**src/rtl/userkey_irq_ctrl_if.sv**
```systemverilog
`default_nettype none
// =============================================================================
// userkey_irq_ctrl_if : register bus and interrupt line of the user-key block
// Revision: 1.0
// =============================================================================
interface userkey_irq_ctrl_if;
    logic [1:0]  addr;
    logic        we;
    logic [31:0] wdata;
    logic [31:0] rdata;
    logic        key_irq;

    modport master (
        output addr,
        output we,
        output wdata,
        input  rdata,
        input  key_irq
    );

    modport slave (
        input  addr,
        input  we,
        input  wdata,
        output rdata,
        output key_irq
    );
endinterface
`default_nettype wire

```
**src/rtl/userkey_irq_ctrl.sv**
```systemverilog
`default_nettype none
// =============================================================================
// userkey_irq_ctrl : user-key synchroniser/debouncer with W1C pending, mask and
//                    one level interrupt. Optional auto-repeat: USERKEY_AUTOREPEAT_EN
// Revision: 1.0
// =============================================================================
module userkey_irq_ctrl #(
    parameter int KEY_W         = 8,
    parameter int DB_CYCLES     = 1000000,
    parameter int DB_CNT_W      = 20,
    parameter int REPEAT_CYCLES = 25000000
) (
    input  wire              clk,
    input  wire              clr_n,
    input  wire [KEY_W-1:0]  user_key,
    userkey_irq_ctrl_if.slave bus
);

    localparam logic [1:0] c_ADDR_STATE   = 2'd0;
    localparam logic [1:0] c_ADDR_PENDING = 2'd1;
    localparam logic [1:0] c_ADDR_MASK    = 2'd2;
    localparam logic [1:0] c_ADDR_CTRL    = 2'd3;

`ifdef USERKEY_AUTOREPEAT_EN
    localparam int c_CTRL_W = 3;
`else
    localparam int c_CTRL_W = 2;
`endif

    localparam logic [DB_CNT_W-1:0] c_DB_LAST = DB_CNT_W'(DB_CYCLES - 1);

    logic [KEY_W-1:0]    sync1_q;
    logic [KEY_W-1:0]    sync2_q;
    logic [KEY_W-1:0]    stable_q;
    logic [KEY_W-1:0]    stable_d;
    logic [KEY_W-1:0]    stable_prev_q;
    logic [DB_CNT_W-1:0] db_cnt_q [KEY_W];
    logic [DB_CNT_W-1:0] db_cnt_d [KEY_W];
    logic [KEY_W-1:0]    pending_q;
    logic [KEY_W-1:0]    pending_d;
    logic [KEY_W-1:0]    mask_q;
    logic [KEY_W-1:0]    mask_d;
    logic [c_CTRL_W-1:0] ctrl_q;
    logic [c_CTRL_W-1:0] ctrl_d;
    logic                key_irq_q;
    logic                key_irq_d;

    logic [KEY_W-1:0]    w_level;
    logic [KEY_W-1:0]    w_rise;
    logic [KEY_W-1:0]    w_fall;
    logic [KEY_W-1:0]    w_rpt;
    logic [KEY_W-1:0]    w_ev;
    logic [KEY_W-1:0]    w_clr;
    logic                w_wr_pend;
    logic                w_wr_mask;
    logic                w_wr_ctrl;
    logic [31:0]         w_rdata;

    // Pins are active-low; the synchroniser idles at 1 so reset looks like "all released".
    assign w_level = ~sync2_q;

    always_ff @(posedge clk) begin
        if (!clr_n) begin
            sync1_q <= '1;
            sync2_q <= '1;
        end else begin
            sync1_q <= user_key;
            sync2_q <= sync1_q;
        end
    end

    always_comb begin
        stable_d = stable_q;
        for (int i = 0; i < KEY_W; i++) begin
            db_cnt_d[i] = db_cnt_q[i];
            if (w_level[i] == stable_q[i]) begin
                db_cnt_d[i] = '0;
            end else if (db_cnt_q[i] == c_DB_LAST) begin
                stable_d[i] = w_level[i];
                db_cnt_d[i] = '0;
            end else begin
                db_cnt_d[i] = db_cnt_q[i] + DB_CNT_W'(1);
            end
        end
    end

    always_ff @(posedge clk) begin
        if (!clr_n) begin
            stable_q      <= '0;
            stable_prev_q <= '0;
            for (int i = 0; i < KEY_W; i++) begin
                db_cnt_q[i] <= '0;
            end
        end else begin
            stable_q      <= stable_d;
            stable_prev_q <= stable_q;
            for (int i = 0; i < KEY_W; i++) begin
                db_cnt_q[i] <= db_cnt_d[i];
            end
        end
    end

    assign w_rise = stable_q & ~stable_prev_q;
    assign w_fall = ~stable_q & stable_prev_q;

`ifdef USERKEY_AUTOREPEAT_EN
    localparam int c_RPT_W = $clog2(REPEAT_CYCLES + 1);
    localparam logic [c_RPT_W-1:0] c_RPT_LAST = c_RPT_W'(REPEAT_CYCLES - 1);

    logic [c_RPT_W-1:0] rpt_cnt_q [KEY_W];
    logic [c_RPT_W-1:0] rpt_cnt_d [KEY_W];

    // Counter restarts on the press edge so the first repeat lands a full period later.
    always_comb begin
        w_rpt = '0;
        for (int i = 0; i < KEY_W; i++) begin
            rpt_cnt_d[i] = '0;
            if (stable_q[i] && !w_rise[i] && ctrl_q[2]) begin
                if (rpt_cnt_q[i] == c_RPT_LAST) begin
                    w_rpt[i] = 1'b1;
                end else begin
                    rpt_cnt_d[i] = rpt_cnt_q[i] + c_RPT_W'(1);
                end
            end
        end
    end

    always_ff @(posedge clk) begin
        for (int i = 0; i < KEY_W; i++) begin
            if (!clr_n) begin
                rpt_cnt_q[i] <= '0;
            end else begin
                rpt_cnt_q[i] <= rpt_cnt_d[i];
            end
        end
    end
`else
    logic unused_repeat;

    assign w_rpt         = '0;
    assign unused_repeat = ^32'(REPEAT_CYCLES);
`endif

    assign w_ev = w_rise | ({KEY_W{ctrl_q[1]}} & w_fall) | w_rpt;

    assign w_wr_pend = bus.we && (bus.addr == c_ADDR_PENDING);
    assign w_wr_mask = bus.we && (bus.addr == c_ADDR_MASK);
    assign w_wr_ctrl = bus.we && (bus.addr == c_ADDR_CTRL);

    assign w_clr = w_wr_pend ? bus.wdata[KEY_W-1:0] : '0;

    // A new event outranks a same-cycle clear so no edge is ever lost.
    always_comb begin
        pending_d = (pending_q & ~w_clr) | w_ev;
        mask_d    = w_wr_mask ? bus.wdata[KEY_W-1:0] : mask_q;
        ctrl_d    = w_wr_ctrl ? bus.wdata[c_CTRL_W-1:0] : ctrl_q;
        key_irq_d = ctrl_q[0] & (|(pending_q & mask_q));
    end

    always_ff @(posedge clk) begin
        if (!clr_n) begin
            pending_q <= '0;
            mask_q    <= '0;
            ctrl_q    <= '0;
            key_irq_q <= 1'b0;
        end else begin
            pending_q <= pending_d;
            mask_q    <= mask_d;
            ctrl_q    <= ctrl_d;
            key_irq_q <= key_irq_d;
        end
    end

    always_comb begin
        w_rdata = '0;
        case (bus.addr)
            c_ADDR_STATE:   w_rdata[KEY_W-1:0]    = stable_q;
            c_ADDR_PENDING: w_rdata[KEY_W-1:0]    = pending_q;
            c_ADDR_MASK:    w_rdata[KEY_W-1:0]    = mask_q;
            c_ADDR_CTRL:    w_rdata[c_CTRL_W-1:0] = ctrl_q;
            default:        w_rdata               = '0;
        endcase
    end

    logic unused_wdata;
    assign unused_wdata = ^bus.wdata;

    assign bus.rdata   = w_rdata;
    assign bus.key_irq = key_irq_q;

endmodule
`default_nettype wire

```
**src/flat_wrapper.sv**
```systemverilog
// flat-port wrapper written by rule: the top's interface ports become plain ports
module userkey_irq_ctrl_flat 
#(
    parameter int KEY_W         = 8,
    parameter int DB_CYCLES     = 1000000,
    parameter int DB_CNT_W      = 20,
    parameter int REPEAT_CYCLES = 25000000
)
  (clk, clr_n, user_key, bus_addr, bus_we, bus_wdata, bus_rdata, bus_key_irq);
  userkey_irq_ctrl_if bus_i ();
  input  wire clk;
  input  wire clr_n;
  input  wire [KEY_W-1:0] user_key;
  input wire logic [$bits(bus_i.addr)-1:0] bus_addr;
  input wire logic [$bits(bus_i.we)-1:0] bus_we;
  input wire logic [$bits(bus_i.wdata)-1:0] bus_wdata;
  output wire logic [$bits(bus_i.rdata)-1:0] bus_rdata;
  output wire logic [$bits(bus_i.key_irq)-1:0] bus_key_irq;
  assign bus_i.addr = bus_addr;
  assign bus_i.we = bus_we;
  assign bus_i.wdata = bus_wdata;
  assign bus_rdata = bus_i.rdata;
  assign bus_key_irq = bus_i.key_irq;
  userkey_irq_ctrl #(.KEY_W(KEY_W), .DB_CYCLES(DB_CYCLES), .DB_CNT_W(DB_CNT_W), .REPEAT_CYCLES(REPEAT_CYCLES)) u_core (.clk(clk), .clr_n(clr_n), .user_key(user_key), .bus(bus_i));
endmodule
```
**config.mk**
```make
export PLATFORM = sky130hd
export DESIGN_NAME = userkey_irq_ctrl_flat
export DESIGN_NICKNAME = d
export VERILOG_FILES = /design/src/rtl/userkey_irq_ctrl_if.sv /design/src/rtl/userkey_irq_ctrl.sv /design/src/flat_wrapper.sv
export SDC_FILE = /design/constraint.sdc
export NUM_CORES = 1
export LEC_CHECK = 0
export CAP_MARGIN = 20
export CORE_ASPECT_RATIO = 2
export CORE_MARGIN = 2
export CORE_UTILIZATION = 60
export DETAILED_ROUTE_END_ITERATION = 10
export PLACE_DENSITY = 0.82
export SLEW_MARGIN = 5
export SYNTH_ARGS = -nofsm -noshare
export SYNTH_HDL_FRONTEND = slang
export SYNTH_SLANG_ARGS = --single-unit
```
**constraint.sdc**
```tcl
create_clock -name clk -period 3.37 [get_ports clk]
set_input_delay 0.674 -clock clk [delete_from_list [all_inputs] [get_ports clk]]
set_output_delay 0.674 -clock clk [all_outputs]
set_load 0.03 [all_outputs]
```
* Yosys cells after proc, flatten, opt, wreduce, memory -nomap -nowiden
Memory sizes are Yosys's and may differ from the RTL's.
Cells that the tools add are included.
** Operators by class
- Reductions and logical operators :: 13
- Eq/ne operators :: 19
- Add/subtract/negate cells :: 8
- Mux-type cells :: 29
- Bitwise operators :: 28
** Operators by type and width (count)
- $mux 20 :: 24
- $add 20x1->20 const B :: 8
- $eq 20x20->1 const B :: 8
- $and 8x8->8 :: 5
- $not 8->8 :: 4
- $pmux 6 s3 :: 1
- $or 8x8->8 :: 2
- $reduce_and 2->1 :: 8
- $eq 1x1->1 :: 8
- $mux 8 :: 1
- $not 1->1 :: 8
- $or 1x1->1 :: 8
- $pmux 2 s4 :: 1
- $reduce_or 8->1 :: 1
- $eq 2x2->1 const B :: 2
- $logic_and 1x1->1 :: 3
- $eq 2x1->1 const B :: 1
- $logic_not 2->1 :: 1
- $mux 1 :: 2
- $and 1x1->1 :: 1
** Storage, ports and cells
- Bits in registers :: 51
- Logic and storage cells :: 113
- Memories kept :: 1
- RAM bits :: 160
- Input port bits :: 45
** Memories
- u_core.db_cnt_q :: depth 8, width 20, rd ports 8, clocked after memory_dff 0, write ports 8, RTL line userkey_irq_ctrl.sv:37 : logic [DB_CNT_W-1:0] db_cnt_q [KEY_W];

* Logic depth before layout (Yosys ltp)
- Depth after elaboration :: 6
- Depth in mapped cells :: 8

* Least setup slack after synthesis
No wires, ideal clock.
- Path kind :: input port to output port
- Start point :: input port bus_addr[1]
- End point :: output port bus_rdata[2]
- Data required time :: 2.696 ns
- Arrival time :: 1.915 ns
- Setup slack :: 0.781 ns
- Stages on the path :: 3
- Cell sequence :: clkbuf_1 -> mux2i_1 -> o21ai_0
** On the way
- Word-level cells in the longest chain between the ends :: 2
** Ends and longest elaborated chain
- start: declaration :: RTL line flat_wrapper.sv:14 : input wire logic [$bits(bus_i.addr)-1:0] bus_addr;
- $eq 2x2->1, or another cell as far along :: RTL line userkey_irq_ctrl.sv:176 : case (bus.addr)
- $pmux 6 s3 (*) :: RTL line userkey_irq_ctrl.sv:176
- end: declaration :: RTL line flat_wrapper.sv:17 : output wire logic [$bits(bus_i.rdata)-1:0] bus_rdata;
Mark *: on every way between the ends. The rest lies on a longest branch, timed or not.

* Worst setup path in the final report
- Start point :: input port bus_addr[1]
- End point :: output port bus_rdata[1]
** On the way
- Word-level cells in the longest chain between the ends :: 2
** Ends and longest elaborated chain (RTL line)
- $eq 2x2->1, or another cell as far along :: userkey_irq_ctrl.sv:176
- $pmux 2 s4 (*) :: userkey_irq_ctrl.sv:176
Marks and branches as above.

==> flow_summary_export.csv <==
group,metric,value,unit
place,placed_cells,1254,
sta,maxSlewViolCount,0,
floorplan,die_x,92.37,um
clocking,clockBufferDepth,3,
setup_path,crit_fanout,3,
min_path,hp-class,"reg2reg",
routing,drt-pass1-iter-count,5,
synth,synth-xor-area-share,10.00,%
pwr,leakage,3.287,nW
final_layout,postLayoutCoreUtil,68.43,%
pwr,vdd_ir_drop_max,468.8,uV
synth,yosys.cell_types.count,57,
final_layout,fillers,1226,
setup_path,criticalPathCategory,"in2out",
floorplan,die_h,180.7,um
synth,synth_area_leader_cell,"dfxtp_1",
sta,finalClockSkew,0.008019,ns
floorplan,ioPinCount,78,
global_routing,antenna_found_initial,1,
final_layout,instances_no_fill,1291,
floorplan,std_cell_rows,64,
routing,drcViolationCount,0,
routing,wl_per_cell,14.27,um
sta,fmaxAchievable,329.1,MHz
synth,yosysMostFrequentCell,"dfxtp_1",
place,pre_cts_ws,0.3275,ns
global_routing,grt_util_all_layers,22.32,%
synth,dominantRegCellSynth,"dfxtp_1",
outcome,status,"finished clean",
synth,yosysSeqAreaShare,45.07,%
clocking,ctsRootBufferMaster,"clkbuf_16",
global_routing,grt_pass1_wl,31800,um
global_routing,gr-total-overflow,0,
synth,synth_common_cells,"dfxtp_1 (211), nor2_1 (140), xnor2_1 (66)",
global_routing,grt_start_max_net_pins,32,
synth,synth_edf_count,0,
pwr,power_density,497.2,mW/mm^2
routing,vias_per_cell,5.740,
sta,finalCriticalPeriod,3.039,ns
floorplan,initial_core_util,61.27,%
sta,setup_tns,0,ns
place,dpl-instance-area,0.009704,sq mm
place,place.port_buffers,29,
synth,syn-cell-area,0.009371,sq mm
flow_run,drv_cap,0,
floorplan,core,0.01529,sq mm
clocking,clk_pin_slew,0.06,ns
synth,synth-simple-area-share,26.84,%
clocking,clk_latency,0.49,ns
clocking,holdBufCountCts,0,
synth,synth_compound_area_share,9.319,%
sta,grt_setup_unrepaired,"no",
routing,final_antenna_net_count,0,
clocking,cts_resized,0,
final_layout,layout.nets,1131,
final_layout,multi_input_area,0.004801,sq mm
synth,syn_avg_cell_area,8.900,sq um
synth,synth_area_leaders,"dfxtp_1 (45%), xnor2_1 (6.2%), nor2_1 (5.6%)",
clocking,cts_buffers,20,
setup_path,start_kind,"input pin",
synth,synth_top_family_by_area,"simple AND/OR/NAND/NOR gates",
clocking,cts_sinks,211,
final_layout,area_growth_syn_to_layout,11.68,%
synth,async_reset_ff_share,0,%
setup_path,worstPathRequired,2.70,ns
routing,routed_wl,18420,um
clocking,cts_max_level,1,
synth,synth_top_area_share,45.07,%
clocking,cts_tree,"built",
final_layout,ff_latch_area,0.004224,sq mm
global_routing,grt_pass1_vias,7292,
clocking,post_cts_buffers,0,
routing,via_count,7410,
place,hpwl,12800,um
sta,relSlewSlack,50.70,%
synth,ys_warn_count,0,
floorplan,die-area,0.01670,sq mm
sta,setup_ws,0.3314,ns
sta,period_share,90.16,%
synth,synth_seq_cells,211,
sta,tightest_slew,0.7327,ns
place,gp_congestion,0.8457,
setup_path,endpoint_kind,"output port",
final_layout,final_cell_area,0.01047,sq mm
sta,hold_viol,0,
setup_path,arrival,2.36,ns
routing,drt_iter0_drc,275,
sta,setup_viol,0,
synth,synthMuxAreaShare,3.044,%
synth,syn_inst,1053,
synth,synth_fa_ha_area_share,1.068,%
final_layout,layout-drive-gt1-share,5.495,%
## kinds of logic after synthesis
logic type                 after synthesis
AOI/OAI and AO/OA                      139
xor gates and xnor gates               107
other                                    1
adders and majority gates                8
DFF                                    211
buffers and inverters                   87
and+or+nand+nor                        474
muxes                                   26
## flip-flops by register name (all words and copies together), names as in the netlist
register              cells
u_core.bus.key_irq        1
u_core.stable_q           8
u_core.ctrl_q             2
u_core.sync2_q            8
u_core.db_cnt_q         160
u_core.mask_q             8
u_core.sync1_q            8
u_core.pending_q          8
u_core.stable_prev_q      8
## path summary, 6_finish.rpt
| path | to | depth (start not counted) | slack [ns] | startpoint |
|---|---|---|---|---|
| max | bus_rdata[1] | 3 | 0.33 | bus_addr[1] |
| min reg2reg | u_core.sync2_q[2] | 1 | 0.41 | u_core.sync1_q[2] |
| min | u_core.sync2_q[2] | 1 | 0.41 | u_core.sync1_q[2] |
| max reg2reg | u_core.db_cnt_q[0][84] | 4 | 0.91 | u_core.db_cnt_q[0][89] |
## critical path: stages
cell,delay (ns)
clkdlybuf4s50_1,0.56
mux4_2,0.53
clkdlybuf4s50_1,0.61
## layout by cell type (no fill, tap or decap), types with 5 or more instances in the layout
master           count
clkdlybuf4s50_1     22
o31ai_1             14
o21ai_0             34
dfxtp_1            211
nand4_1             33
or4_1               25
or3_1               32
nand2_1             65
a21oi_1             50
or4b_1               5
nor4b_1              5
xor2_1              41
and3_1               7
nand3_1             57
bufinv_16            5
clkinv_2             5
a311oi_1             5
xnor2_1             66
mux2i_1             24
conb_1              24
clkbuf_16           21
buf_4               11
and4_1              18
ha_1                 8
nor3_1              17
a21boi_0             8
and2_1              12
nor2_1             140
o21a_1               8
inv_1               32
nor4_1              23
nand2b_1            17
## layout make-up
class                           count  share of cell area, %
Timing Repair Buffer               34                  2.941
Antenna cell                        1                0.02391
Clock inverter                     10                  1.674
Inverter                           33                  1.184
Clock buffer                       26                  5.583
Tap cell                          198                  2.367
Sequential cell                   211                  40.36
Multi-Input combinational cell    778                  45.87
## report_power, final
part	internal, mW	total, mW	switching, mW	leakage, nW
logic	0.0456	0.133	0.0876	1.20
clock network	1.61	2.55	0.944	0.379
registers	2.51	2.52	0.0116	1.70
total	4.16	5.20	1.04	3.29
## stage by stage
step / hold slack, ns / power [mW]
final: 0.4072 / 5.203
after CTS: 0.4112 / 5.246
after floorplan: 0.3863 / 2.687
after global placement: 0.3883 / 2.708
after detailed placement: 0.3931 / 2.710
after global routing: 0.4353 / 5.364
## layer usage
layer	global-route usage, %	share of wire [%]	up-vias
met5	0	0	-
met4	8.418	2.2	0
met3	3.253	2.9	31
met2	44.20	56	122
met1	22.68	38	3537
li1	-	-	3720
Note: power is estimated with default switching activity, not from simulation.
==> RTL change 1, RTL diff (same settings) <==
`DB_CYCLES` is set to 1000000 in 2 places; all go to 500000.
--- a/src/rtl/userkey_irq_ctrl.sv
+++ b/src/rtl/userkey_irq_ctrl.sv
@@ -7,5 +7,5 @@
 module userkey_irq_ctrl #(
     parameter int KEY_W         = 8,
-    parameter int DB_CYCLES     = 1000000,
+    parameter int DB_CYCLES     = 500000,
     parameter int DB_CNT_W      = 20,
     parameter int REPEAT_CYCLES = 25000000
--- a/src/flat_wrapper.sv
+++ b/src/flat_wrapper.sv
@@ -3,5 +3,5 @@
 #(
     parameter int KEY_W         = 8,
-    parameter int DB_CYCLES     = 1000000,
+    parameter int DB_CYCLES     = 500000,
     parameter int DB_CNT_W      = 20,
     parameter int REPEAT_CYCLES = 25000000
Formal check against the unedited RTL: no difference found for any inputs over 10 cycles, from zero or initial values; that may be too few to reach the edited logic, so the function may still have changed.
==> RTL change 1 against the unedited design <==
  * Routed wire length is 1.7% higher
  * Largest cell class unchanged
  * Total power is 1.1% lower
  * Final area is 0.45% higher
  * Setup slack worse by 0.047 ns
  * Critical path type unchanged
  * Via count is 1.0% higher
  * Sequential power hardly changed
  * Sequential cell count stayed put
  * Sequential share of layout area is 0.18 points lower
  * First-iteration DRC count is 0.73% higher
  * Fmax is 1.5% lower
  * Area after synthesis is 0.45% higher
==> RTL change 1: results (changes against the unedited design) <==
Outcome
  – Status: completed (unchanged)

Timing
  – Clock skew: 0.0162 ns (was 0.00802 ns)
  – Relative slew slack: 55.7% (was 50.7%)

Global route
  – First-pass GRT wire length: 31700 um (was 31800 um)
  – Initial antenna violation count: 2 (was 1)
  – Vias in the first global route: 7253 (was 7292)
  – Gr usage total: 22.4% (was 22.3%)
  – Largest net degree at the start of global routing: 38 (was 32)

Yosys
  – Synth top cells by count: dfxtp_1, nor2_1, xnor2_1, nand2_1, nand4_1 (was dfxtp_1, nor2_1, xnor2_1, nand2_1, nand3_1)
  – Compound-Gate Fraction of Synth Area: 8.19% (was 9.32%)
  – Area contributors post-synth: dfxtp_1, xnor2_1, nor2_1 (unchanged)
  – Multiplexer share of the synthesized area: 2.92% (was 3.04%)
  – Synth Area in XOR/XNOR: 10.8% (was 10.0%)
  – Library cells used by synthesis: 62 (was 57)

Clock tree
  – Clk Latency, worst-skew pair: 0.49 ns (about the same)
  – CTS Buffer Depth: 3 (unchanged)

Pwr
  – P_leak: 0.00335 uW (was 0.00329 uW)
  – Reg power frac: 49.0% (was 48.4%)
  – Switching Share: 20.6% (was 20.1%)
  – Worst ir drop on vdd: 0.662 mV (was 0.469 mV)

Setup path
  – Reg2reg setup slack: 1.20 ns (was 0.91 ns)
  – Worst EP arrival: 2.41 ns (was 2.36 ns)
  – RR Endpoint: u_core.db_cnt_q[0][106]$_SDFF_PP0_ (was u_core.db_cnt_q[0][84]$_SDFF_PP0_)
  – R2R Path Start: u_core.db_cnt_q[0][112]$_SDFF_PP0_ (was u_core.db_cnt_q[0][89]$_SDFF_PP0_)
  – Crit path max fanout: 4 (was 3)

Min path
  – Hold Path End: u_core.sync2_q[4]$_SDFF_PN1_ (was u_core.sync2_q[2]$_SDFF_PN1_)
  – HP Start: u_core.sync1_q[4]$_SDFF_PN1_ (was u_core.sync1_q[2]$_SDFF_PN1_)

Cells and area
  – Share of layout cells above drive strength 1: 7.18% (was 5.49%)
  – Max FFs per register: 160 (unchanged)
  – Final net count: 1125 (was 1131)

Drt
  – Avg Vias per Cell: 5.82 (was 5.74)
  – DR iter-0 viols: 277 (was 275)

Placement
  – Final HPWL DP: 12800 um (about the same)
  – RePlAce Congestion: 0.780 (was 0.846)
RTL change 1: cell count changes after synthesis, moves of 5 or more:
cell / before / now
nor2_1: 140 / 148
and4_1: 18 / 12
or3_1: 32 / 25
nor3_1: 17 / 22
nand2_1: 65 / 58
nand3_1: 57 / 47
or4_4: 0 / 8
o31ai_1: 14 / 7
a21oi_1: 50 / 38
nand4_1: 33 / 50
xor2_1: 41 / 47
or4_1: 25 / 12
RTL change 1: metrics by stage:
stage | util (%) | setup WS, ns | std cells | area [um2] | hold slack, ns
finish | 68.7 | 0.284 | 1286 | 10500 | 0.405
detailed placement | 63.8 | 0.268 | 1248 | 9760 | 0.393
floorplan | - | 0.781 | 1068 | 9500 | 0.386
global route | 68.7 | 0.224 | 1284 | 10500 | 0.434
global placement | 63.8 | 0.263 | 1248 | 9760 | 0.392
CTS | 68.7 | 0.263 | 1284 | 10500 | 0.407
RTL change 1: worst max path at each step:
stage | endpoint | depth (start not counted)
2_1_floorplan | bus_rdata[2] | 3
3_3_place_gp | bus_rdata[1] | 3
3_5_place_dp | bus_rdata[1] | 3
4_1_cts | bus_rdata[1] | 3
5_1_grt | bus_rdata[1] | 3
6_report | bus_rdata[1] | 3
RTL change 1: layout make-up:
| class | instances | area (um2) |
|---|---|---|
| fill | 1248 | 4780 |
| antenna | 2 | 5.00 |
| multi-input combinational | 771 | 4840 |
| sequential | 211 | 4220 |
| tap | 198 | 248 |
| clock inverter | 11 | 165 |
| clock buffer | 25 | 581 |
| inverter | 31 | 116 |
| timing repair buffer | 37 | 330 |
RTL change 1: routing by layer:
layer  global-route usage (%)  part of all wire [%]
met2                     42.9                    55
met4                     9.13                   2.9
met5                        0                     0
met1                     23.8                    39
met3                     3.13                   3.6
==> RTL change 2, RTL diff (same settings) <==
Made on the original files. Register the input `user_key` before use, without a reset. The logic sees it one clock later. The other inputs are not delayed to match.
--- a/src/rtl/userkey_irq_ctrl.sv
+++ b/src/rtl/userkey_irq_ctrl.sv
@@ -29,4 +29,10 @@
 
     localparam logic [DB_CNT_W-1:0] c_DB_LAST = DB_CNT_W'(DB_CYCLES - 1);
+
+    logic [KEY_W-1:0] user_key_q;
+
+    always_ff @(posedge clk) begin
+        user_key_q <= user_key;
+    end
 
     logic [KEY_W-1:0]    sync1_q;
@@ -65,5 +71,5 @@
             sync2_q <= '1;
         end else begin
-            sync1_q <= user_key;
+            sync1_q <= user_key_q;
             sync2_q <= sync1_q;
         end
Formal check against the unedited RTL: no difference found for any inputs over 10 cycles, from zero or initial values; that may be too few to reach the edited logic, so the function may still have changed.
==> RTL change 2 against the unedited design <==
  * Fmax is 6.9% lower
  * Sequential share of layout area is 0.87 points higher
  * Routed wire length is 2.0% lower
  * Total power is 3.5% lower
  * Critical endpoint is now bus_rdata[3]
  * Critical path depth is 3 higher
  * Final area is 1.6% higher
  * Sequential cell count is 8 higher
  * Area after synthesis is 2.9% higher
  * Setup slack worse by 0.23 ns
  * Core utilization is 1.0 points lower
  * Largest cell class unchanged
==> RTL change 2: results (changes against the unedited design) <==
Outcome
  – Status: completed (unchanged)

Drt
  – DR iter-0 viols: 278 (was 275)
  – Drt pass-1 iters: 4 (was 5)
  – Wire length per cell: 13.8 um (was 14.3 um)
  – DR vias: 7444 (was 7410)

Cells and area
  – Fillers: 1270 (was 1226)
  – Final net count: 1144 (was 1131)
  – Reg with most FFs: u_core.db_cnt_q (unchanged)
  – Share of layout cells above drive strength 1: 6.61% (was 5.49%)
  – ANT cells: 0 (was 1)

Setup path
  – Worst EP arrival: 2.59 ns (was 2.36 ns)
  – Crit path max fanout: 11 (was 3)

Yosys
  – Synth top cells by count: dfxtp_1, nor2_1, xnor2_1, nand2_1, nand3_1 (unchanged)
  – Synth Area in XOR/XNOR: 9.81% (was 10.0%)
  – Multiplexer share of the synthesized area: 3.07% (was 3.04%)
  – Seq/Total Area, Yosys: 45.5% (was 45.1%)
  – Ys Warns: 0 (unchanged)
  – Area contributors post-synth: dfxtp_1, xnor2_1, nor2_1 (unchanged)
  – Post-Synth Adder-Cell Area: 1.04% (was 1.07%)
  – Compound-Gate Fraction of Synth Area: 8.68% (was 9.32%)
  – Library cells used by synthesis: 66 (was 57)
  – Prevailing post-synth register cell: dfxtp_1 (unchanged)

Global route
  – First-pass GRT wire length: 30900 um (was 31800 um)
  – Vias in the first global route: 7154 (was 7292)
  – Largest net degree at the start of global routing: 35 (was 32)
  – Gr usage total: 21.2% (was 22.3%)
  – Initial antenna violation count: 0 (was 1)

Timing
  – Worst slew pin tran: 0.816 ns (was 0.733 ns)
  – Slew Viols, Final: 0 (unchanged)
  – Clock skew: 0.0131 ns (was 0.00802 ns)

Placement
  – Cell Area, Placed: 9960 um2 (was 9700 um2)
  – Final HPWL DP: 12500 um (was 12800 um)
  – Port-buffer cells: 29 (unchanged)
  – RePlAce Congestion: 0.814 (was 0.846)

Clock tree
  – Setup bufs post-CTS: 0 (unchanged)
  – CTS Buffer Depth: 3 (unchanged)
  – H-tree depth: 1 (unchanged)
  – Root Buffer: clkbuf_16 (unchanged)

Pwr
  – Worst ir drop on vdd: 0.401 mV (was 0.469 mV)
  – P_leak: 0.00332 uW (was 0.00329 uW)

Min path
  – Hold Crit Class: flip-flop to flip-flop (unchanged)
[RTL change 2: cell count changes after synthesis, moves of 5 or more]
cell      delta
or4_1        -6
o31ai_1      -5
nand3_1      -6
clkbuf_1     -6
nand4_1      +5
buf_6        +6
dfxtp_1      +8
[RTL change 2: layout make-up]
class | count | area [um2] | share of cell area (%)
inverter | 36 | 135 | 1.27
tap | 201 | 251 | 2.36
sequential | 219 | 4380 | 41.2
timing repair buffer | 35 | 325 | 3.06
clock inverter | 9 | 87.6 | 0.824
multi-input combinational | 779 | 4870 | 45.8
clock buffer | 26 | 584 | 5.49
[RTL change 2: routing by layer]
layer  GRT usage [%]  up-vias  part of all wire (%)
met4            6.55        0                   2.3
met5               0        -                     0
met2            42.2      111                    55
met3            2.26       29                   2.8
li1                -     3751                     -
met1            22.6     3553                    40
[RTL change 2: final timing paths]
check,from,endpoint,slack [ns],cells past startpoint
hold reg to reg,u_core.sync1_q[5]$_SDFF_PN1_,u_core.sync2_q[5]$_SDFF_PN1_,0.40,1
hold / removal,u_core.sync1_q[5]$_SDFF_PN1_,u_core.sync2_q[5]$_SDFF_PN1_,0.40,1
setup / recovery,bus_addr[0],bus_rdata[3],0.11,6
setup reg to reg,u_core.db_cnt_q[0][40]$_SDFF_PP0_,u_core.db_cnt_q[0][49]$_SDFF_PP0_,0.95,5
[RTL change 2: power breakdown]
group / internal, uW / switching, uW / total, uW / leakage, uW
logic: 45.8 / 87.9 / 134 / 0.00123
registers: 2610 / 12.4 / 2620 / 0.00177
clock network: 1310 / 957 / 2270 / 0.000320
total: 3960 / 1060 / 5020 / 0.00332
[RTL change 2: metrics by stage]
stage               utilization, %  setup slack, ns  cells
floorplan                        -            0.828   1087
global placement              63.1            0.175   1270
detailed placement            63.1            0.128   1270
CTS                           67.4            0.118   1305
global route                  67.4           0.0319   1305
finish                        67.4            0.105   1305
[RTL change 2: critical path: stages]
cell and delay [ns]:
clkdlybuf4s50_1 0.71, nor2b_1 0.21, buf_4 0.16, nand2_1 0.05, o21ai_0 0.08, clkdlybuf4s50_1 0.70
[RTL change 2: cells by family after synthesis]
kind of cell | after synthesis
AO/OA/AOI/OAI | 131
XOR/XNOR | 108
adder cells (fa/ha/maj) | 8
buffers and inverters | 89
flip-flops | 219
multiplexers | 27
other | 1
AND/OR/NAND/NOR | 481
